`src/rtl/adder_stream_accumulator.sv`:
```
// Streaming front-end for an external carry-lookahead adder: folds a packet of
// words into a running accumulator and emits total, sticky carry and beat count.
module adder_stream_accumulator #(
    parameter int unsigned WIDTH     = 8,
    parameter int unsigned CNT_WIDTH = 8
) (
    input  logic                 i_clk,
    input  logic                 i_rst_n,
    input  logic                 i_valid,
    output logic                 o_ready,
    input  logic [WIDTH-1:0]     i_data,
    input  logic                 i_last,
    input  logic                 i_clear,
    output logic [WIDTH-1:0]     o_add1,
    output logic [WIDTH-1:0]     o_add2,
    input  logic [WIDTH:0]       i_result,
    output logic                 o_valid,
    input  logic                 i_ready,
    output logic [WIDTH-1:0]     o_sum,
    output logic                 o_overflow,
    output logic [CNT_WIDTH-1:0] o_count
);

    typedef enum logic {
        ACCUM = 1'b0,
        DONE  = 1'b1
    } state_t;

    localparam logic [CNT_WIDTH-1:0] CNT_MAX = '1;
    localparam logic [CNT_WIDTH-1:0] CNT_ONE = CNT_WIDTH'(1);

    state_t               state;
    state_t               state_next;
    logic [WIDTH-1:0]     acc;
    logic                 ovf;
    logic [CNT_WIDTH-1:0] cnt;
    logic [CNT_WIDTH-1:0] cnt_sat;
    logic                 accept;
    logic                 handshake;

    // Adder operands are driven straight from the accumulator and the input word.
    assign o_add1 = acc;
    assign o_add2 = i_data;

    assign accept    = i_valid & o_ready;
    assign handshake = o_valid & i_ready;
    assign cnt_sat   = (cnt == CNT_MAX) ? cnt : cnt + CNT_ONE;

    // State register.
    always_ff @(posedge i_clk or negedge i_rst_n) begin
        if (!i_rst_n) begin
            state <= ACCUM;
        end else begin
            state <= state_next;
        end
    end

    // Next state: leave ACCUM on the last beat, return once the result is taken.
    always_comb begin
        state_next = state;
        case (state)
            ACCUM: if (accept && i_last) state_next = DONE;
            DONE:  if (handshake)        state_next = ACCUM;
            default: state_next = ACCUM;
        endcase
    end

    // Upstream ready: only while accumulating and not being aborted.
    always_comb begin
        o_ready = 1'b0;
        if (state == ACCUM) begin
            o_ready = ~i_clear;
        end
    end

    // Accumulator, sticky carry, beat counter and the registered packet result.
    always_ff @(posedge i_clk or negedge i_rst_n) begin
        if (!i_rst_n) begin
            acc        <= '0;
            ovf        <= 1'b0;
            cnt        <= '0;
            o_valid    <= 1'b0;
            o_sum      <= '0;
            o_overflow <= 1'b0;
            o_count    <= '0;
        end else if (state == ACCUM) begin
            if (i_clear) begin
                acc <= '0;
                ovf <= 1'b0;
                cnt <= '0;
            end else if (accept) begin
                if (i_last) begin
                    o_sum      <= i_result[WIDTH-1:0];
                    o_overflow <= ovf | i_result[WIDTH];
                    o_count    <= cnt_sat;
                    o_valid    <= 1'b1;
                end else begin
                    acc <= i_result[WIDTH-1:0];
                    ovf <= ovf | i_result[WIDTH];
                    cnt <= cnt_sat;
                end
            end
        end else if (handshake) begin
            o_valid <= 1'b0;
            acc     <= '0;
            ovf     <= 1'b0;
            cnt     <= '0;
        end
    end

endmodule

```
`config.mk`:
```
export PLATFORM = sky130hd
export DESIGN_NAME = adder_stream_accumulator
export DESIGN_NICKNAME = d
export VERILOG_FILES = /design/src/rtl/adder_stream_accumulator.sv
export SDC_FILE = /design/constraint.sdc
export NUM_CORES = 1
export LEC_CHECK = 0
export ABC_AREA = 1
export ABC_CLOCK_PERIOD_IN_PS = 2500
export CAP_MARGIN = 20
export CORE_MARGIN = 2
export CORE_UTILIZATION = 45
export DETAILED_ROUTE_END_ITERATION = 16
export HOLD_SLACK_MARGIN = 0.08
export MAX_ROUTING_LAYER = met4
export PLACE_DENSITY = 0.81
export RECOVER_POWER = 100
export SLEW_MARGIN = 20
export SYNTH_ARGS = -nofsm -noshare
export SYNTH_HDL_FRONTEND = slang
export SYNTH_SLANG_ARGS = --single-unit
export TNS_END_PERCENT = 1
```
`constraint.sdc`:
```
create_clock -name i_clk -period 2.5 [get_ports i_clk]
set_input_delay 0.75 -clock i_clk [delete_from_list [all_inputs] [get_ports i_clk]]
set_output_delay 0.75 -clock i_clk [all_outputs]
set_load 0.02 [all_outputs]
```
* Yosys cells after proc, flatten, opt, wreduce, memory -nomap -nowiden
Cells that the tools add are included. Widths: inputs -> output; s select.
Operators by class: add/subtract/negate cells 1, equality and inequality tests 4, mux-type cells 23, bitwise gates (word level) 5, reductions and logical operators 7
Operator list (count):
- $mux 8 | 10
- $mux 1 | 12
- $add 8x1->8 const B | 1
- $eq 8x8->1 const B | 1
- $reduce_and 4->1 | 2
- $ne 2x1->1 const B | 2
- $reduce_bool 2->1 | 2
- $ne 3x1->1 const B | 1
- $reduce_and 3->1 | 1
- $reduce_bool 3->1 | 1
- $and 1x1->1 | 2
- $not 1->1 | 2
- $pmux 1 s2 | 1
- $logic_and 1x1->1 | 1
- $or 1x1->1 | 1
Storage, ports and cells: flip-flop bits (word level) 36, input port bits 23, output and inout port bits 35, logic and storage cells 48

* Logic depth before layout (Yosys ltp)
word-level depth 6, depth in mapped cells 7, depth with buffers taken out 7

* Least setup slack after synthesis
OpenSTA, ideal clock, no wires.
kind input -> output, from in i_clear, to out o_ready, arrival time 1.069 ns, data required time 1.750 ns, slack 0.681 ns, stages on the path 3, buffers on the path 0, path through inv_1 > nand2_4 > inv_1
Between the ends: longest elaborated chain between the ends 2
RTL lines:
- start: declaration | line 13 | input logic i_clear,
- $not 1->1 (no source line)
- $mux 1 | line 71 | if (state == ACCUM) begin
- end: declaration | line 10 | output logic o_ready,
Every way passes these cells.

* Worst setup path in the final report
Ends and elaborated chain as after synthesis.

==> impl_metrics.json <==
{
  "clock_sinks": 36,
  "critPathArrivalTime_ns": 1.67,
  "rsz0062_at_grt": "false",
  "dpl.cell_count": 287,
  "antenna_cells": 0,
  "crit_type": "in2out",
  "ir_drop_mv": 0.453,
  "cp_num_buf_inv": 4,
  "vias_per_cell": 4.82,
  "pwr-share-seq": 0.422,
  "ys_seq_area_frac": 0.527,
  "setup_violations": 0,
  "status": "finished clean",
  "crit_path_max_fanout": 2,
  "clk_pin_slew_ns": 0.07,
  "p_int_w": 0.00120,
  "hp-class": "reg2reg",
  "p_sw_w": 0.000672,
  "syn_nets": 230,
  "port_buffers": 41,
  "ys.flop_type": "dfrtp_1",
  "wl_met2_microns": 1780,
  "dp_hpwl_microns": 2490,
  "maxSlewViolCount": 0,
  "holdWs_ns": 0.463,
  "drt-total-wl_microns": 3660,
  "synth_area_leader_cell": "dfrtp_1",
  "wl_per_cell_microns": 12.4,
  "dpl_worst_slack_ns": -0.185,
  "initial_core_util": 0.467,
  "grt_max_degree": 37,
  "drtPass1Iterations": 4,
  "final_core_util": 0.596,
  "endpoint_kind": "primary output",
  "grt_pass1_vias": 1433,
  "multi_input_area_sq_um": 639,
  "leakage_nw": 1.17,
  "drive_above_1_share": 0.0769,
  "pwr-share-clk": 0.230,
  "syn_area_sq_mm": 0.00171,
  "yosysWarnings": 0,
  "root_buffer": "clkbuf_8",
  "max_clock_freq_mhz": 414,
  "ys_seq_elements": 36,
  "area_delta_synth_final_pct": 27.8,
  "swShare": 0.360,
  "dr_wl_met3_microns": 171,
  "fill_cells": 332,
  "crit_family": "buffers and inverters",
  "post_synth_num_cell_types": 21,
  "vias": 1422,
  "relSlewSlack": 0.419,
  "critPathMaxStageDelay_ns": 0.46,
  "syn_inst": 206,
  "critPathLaunchType": "primary input",
  "final_antenna_net_count": 0,
  "register_area_sq_um": 901,
  "cp.required_ns": 1.75,
  "skew_ns": 0.00316,
  "post_cts_buffers": 0,
  "finalNonFillerCells": 295,
  "setup_tns_ns": 0,
  "io_pins": 58,
  "die_w_microns": 65.6,
  "gr-usage-all-layers": 0.197,
  "layout.nets": 270,
  "cts_tree": "yes",
  "finalCritPeriodShare": 0.966,
  "async_reset_ff_frac": 1.00,
  "ys_top_cells_by_count": "nand2_1, dfrtp_1, nand3_1",
  "clock_path_buffers": 2,
  "fin_ws_ns": 0.0846,
  "row_count": 22,
  "finalHoldViolCount": 0,
  "cts_hold_buf": 0,
  "fin_crit_ns": 2.42,
  "remaining_drc_errors": 0,
  "top_layer": "met4",
  "synth_edf_count": 0,
  "globalRouteOverflowTotal": 0,
  "yosysMostFrequentCell": "nand2_1",
  "yosysTopAreaCellShare": 0.527,
  "timing.max_cap.violations": 0,
  "cts_buffers": 5,
  "ctsResizeCount": 1,
  "p_per_area_mw_per_mm2": 856,
  "drtIter0Drc": 61,
  "htreeDepth": 2,
  "ys_top_cells_by_area": "dfrtp_1, nand2_1, nand3_1, buf_4, inv_1",
  "wirelength_met1_microns": 1620,
  "avgSynthCellArea_sq_um": 8.29,
  "grt_pass1_wl_microns": 6240,
  "path_cells": "clkdlybuf4s50_1 -> inv_1 -> nand2_4 -> inv_1 -> dlygate4sd2_1",
  "core_sq_mm": 0.00366,
  "gp_congestion": 0.841,
  "critPathSlowestCell": "clkdlybuf4s50_1",
  "die_y_microns": 65.6,
  "dieArea_sq_mm": 0.00430,
  "comb_power_share": 0.348,
  "clk_latency_ns": 0.28,
  "critPathMostFrequentCell": "inv_1",
  "worstMarginPinSlew_ns": 0.871,
  "antenna_found_initial": 0
}
[state kept, by name, summed over array words and instances (netlist names)]
register	count
cnt	8
o_add1	8
o_count	8
o_overflow	1
o_sum	8
o_valid	1
ovf	1
state	1
[cell families after synthesis]
family	count (synthesis)	synth area share
AOI/OAI and AO/OA	12	0.0396
and+or+nand+nor	129	0.327
buffers and inverters	28	0.0982
adders and majority gates	1	0.00732
DFF	36	0.527
[layer usage]
| layer | vias up | global-route usage |
|---|---|---|
| met2 | 44 | 0.313 |
| met5 | - | - |
| met3 | 12 | 0.0445 |
| met1 | 657 | 0.245 |
| li1 | 709 | - |
| met4 | 0 | 0.0781 |
[layout by cell type, fill, tap and decap left out]
cell type	instances
nor2_2	1
o21ai_2	1
clkbuf_1	3
nand2_4	1
o21ai_0	8
dlygate4sd3_1	27
dlygate4sd2_1	1
nand2_1	97
nand2_2	3
nand3_1	17
ha_1	1
buf_4	1
clkbuf_2	1
clkdlybuf4s50_1	13
dfrtp_1	36
clkinvlp_4	1
a21oi_1	2
a21oi_2	1
nor2_4	1
inv_1	16
nor2_8	1
nor3_4	1
clkbuf_8	6
nor2_1	7
[per-stage QoR]
step | power [W] | instance area (sq um)
CTS | 0.00193 | 2200
global placement | 0.00150 | 2110
detailed placement | 0.00151 | 2110
global route | 0.00198 | 2180
finish | 0.00187 | 2180
floorplan | 0.00118 | 1710
[final cells by class]
cell class | count | area share
clock buffers | 7 | 0.0395
clock inverters | 1 | 0.00344
inverters | 16 | 0.0275
multi-input cells | 142 | 0.293
flip-flops and latches | 36 | 0.413
well taps | 48 | 0.0275
repair buffers | 45 | 0.197
[power by group through the flow]
stage | logic [W] | clock network (W) | registers, W
final | 0.000650 | 0.000429 | 0.000789
after global routing | 0.000718 | 0.000460 | 0.000804
after CTS | 0.000709 | 0.000429 | 0.000796
after detailed placement | 0.000708 | 0 | 0.000803
after global placement | 0.000695 | 0 | 0.000802
after floorplan | 0.000242 | 0 | 0.000937
[path summary, 6_finish.rpt]
check | slack [ns] | startpoint | to | cells past startpoint
worst max-delay path | 0.08 | i_clear | o_ready | 5
worst min-delay path | 0.46 | o_add1[5]$_DFFE_PN0P_ | o_add1[5]$_DFFE_PN0P_ | 2
worst max register to register | 0.60 | state$_DFF_PN0_ | cnt[6]$_DFFE_PN0P_ | 7
worst min register to register | 0.46 | o_add1[5]$_DFFE_PN0P_ | o_add1[5]$_DFFE_PN0P_ | 2
max in group asynchronous | 0.84 | i_rst_n | cnt[0]$_DFFE_PN0P_ | 2
min in group asynchronous | 1.11 | i_rst_n | o_count[2]$_DFFE_PN0P_ | 2
[worst min-delay path: cells and delay by family, from the launching register on]
family,cells,cell delay (ns)
and+or+nand+nor,2,0.09
DFF,1,0.34
Power figures use the tool's default switching activity.
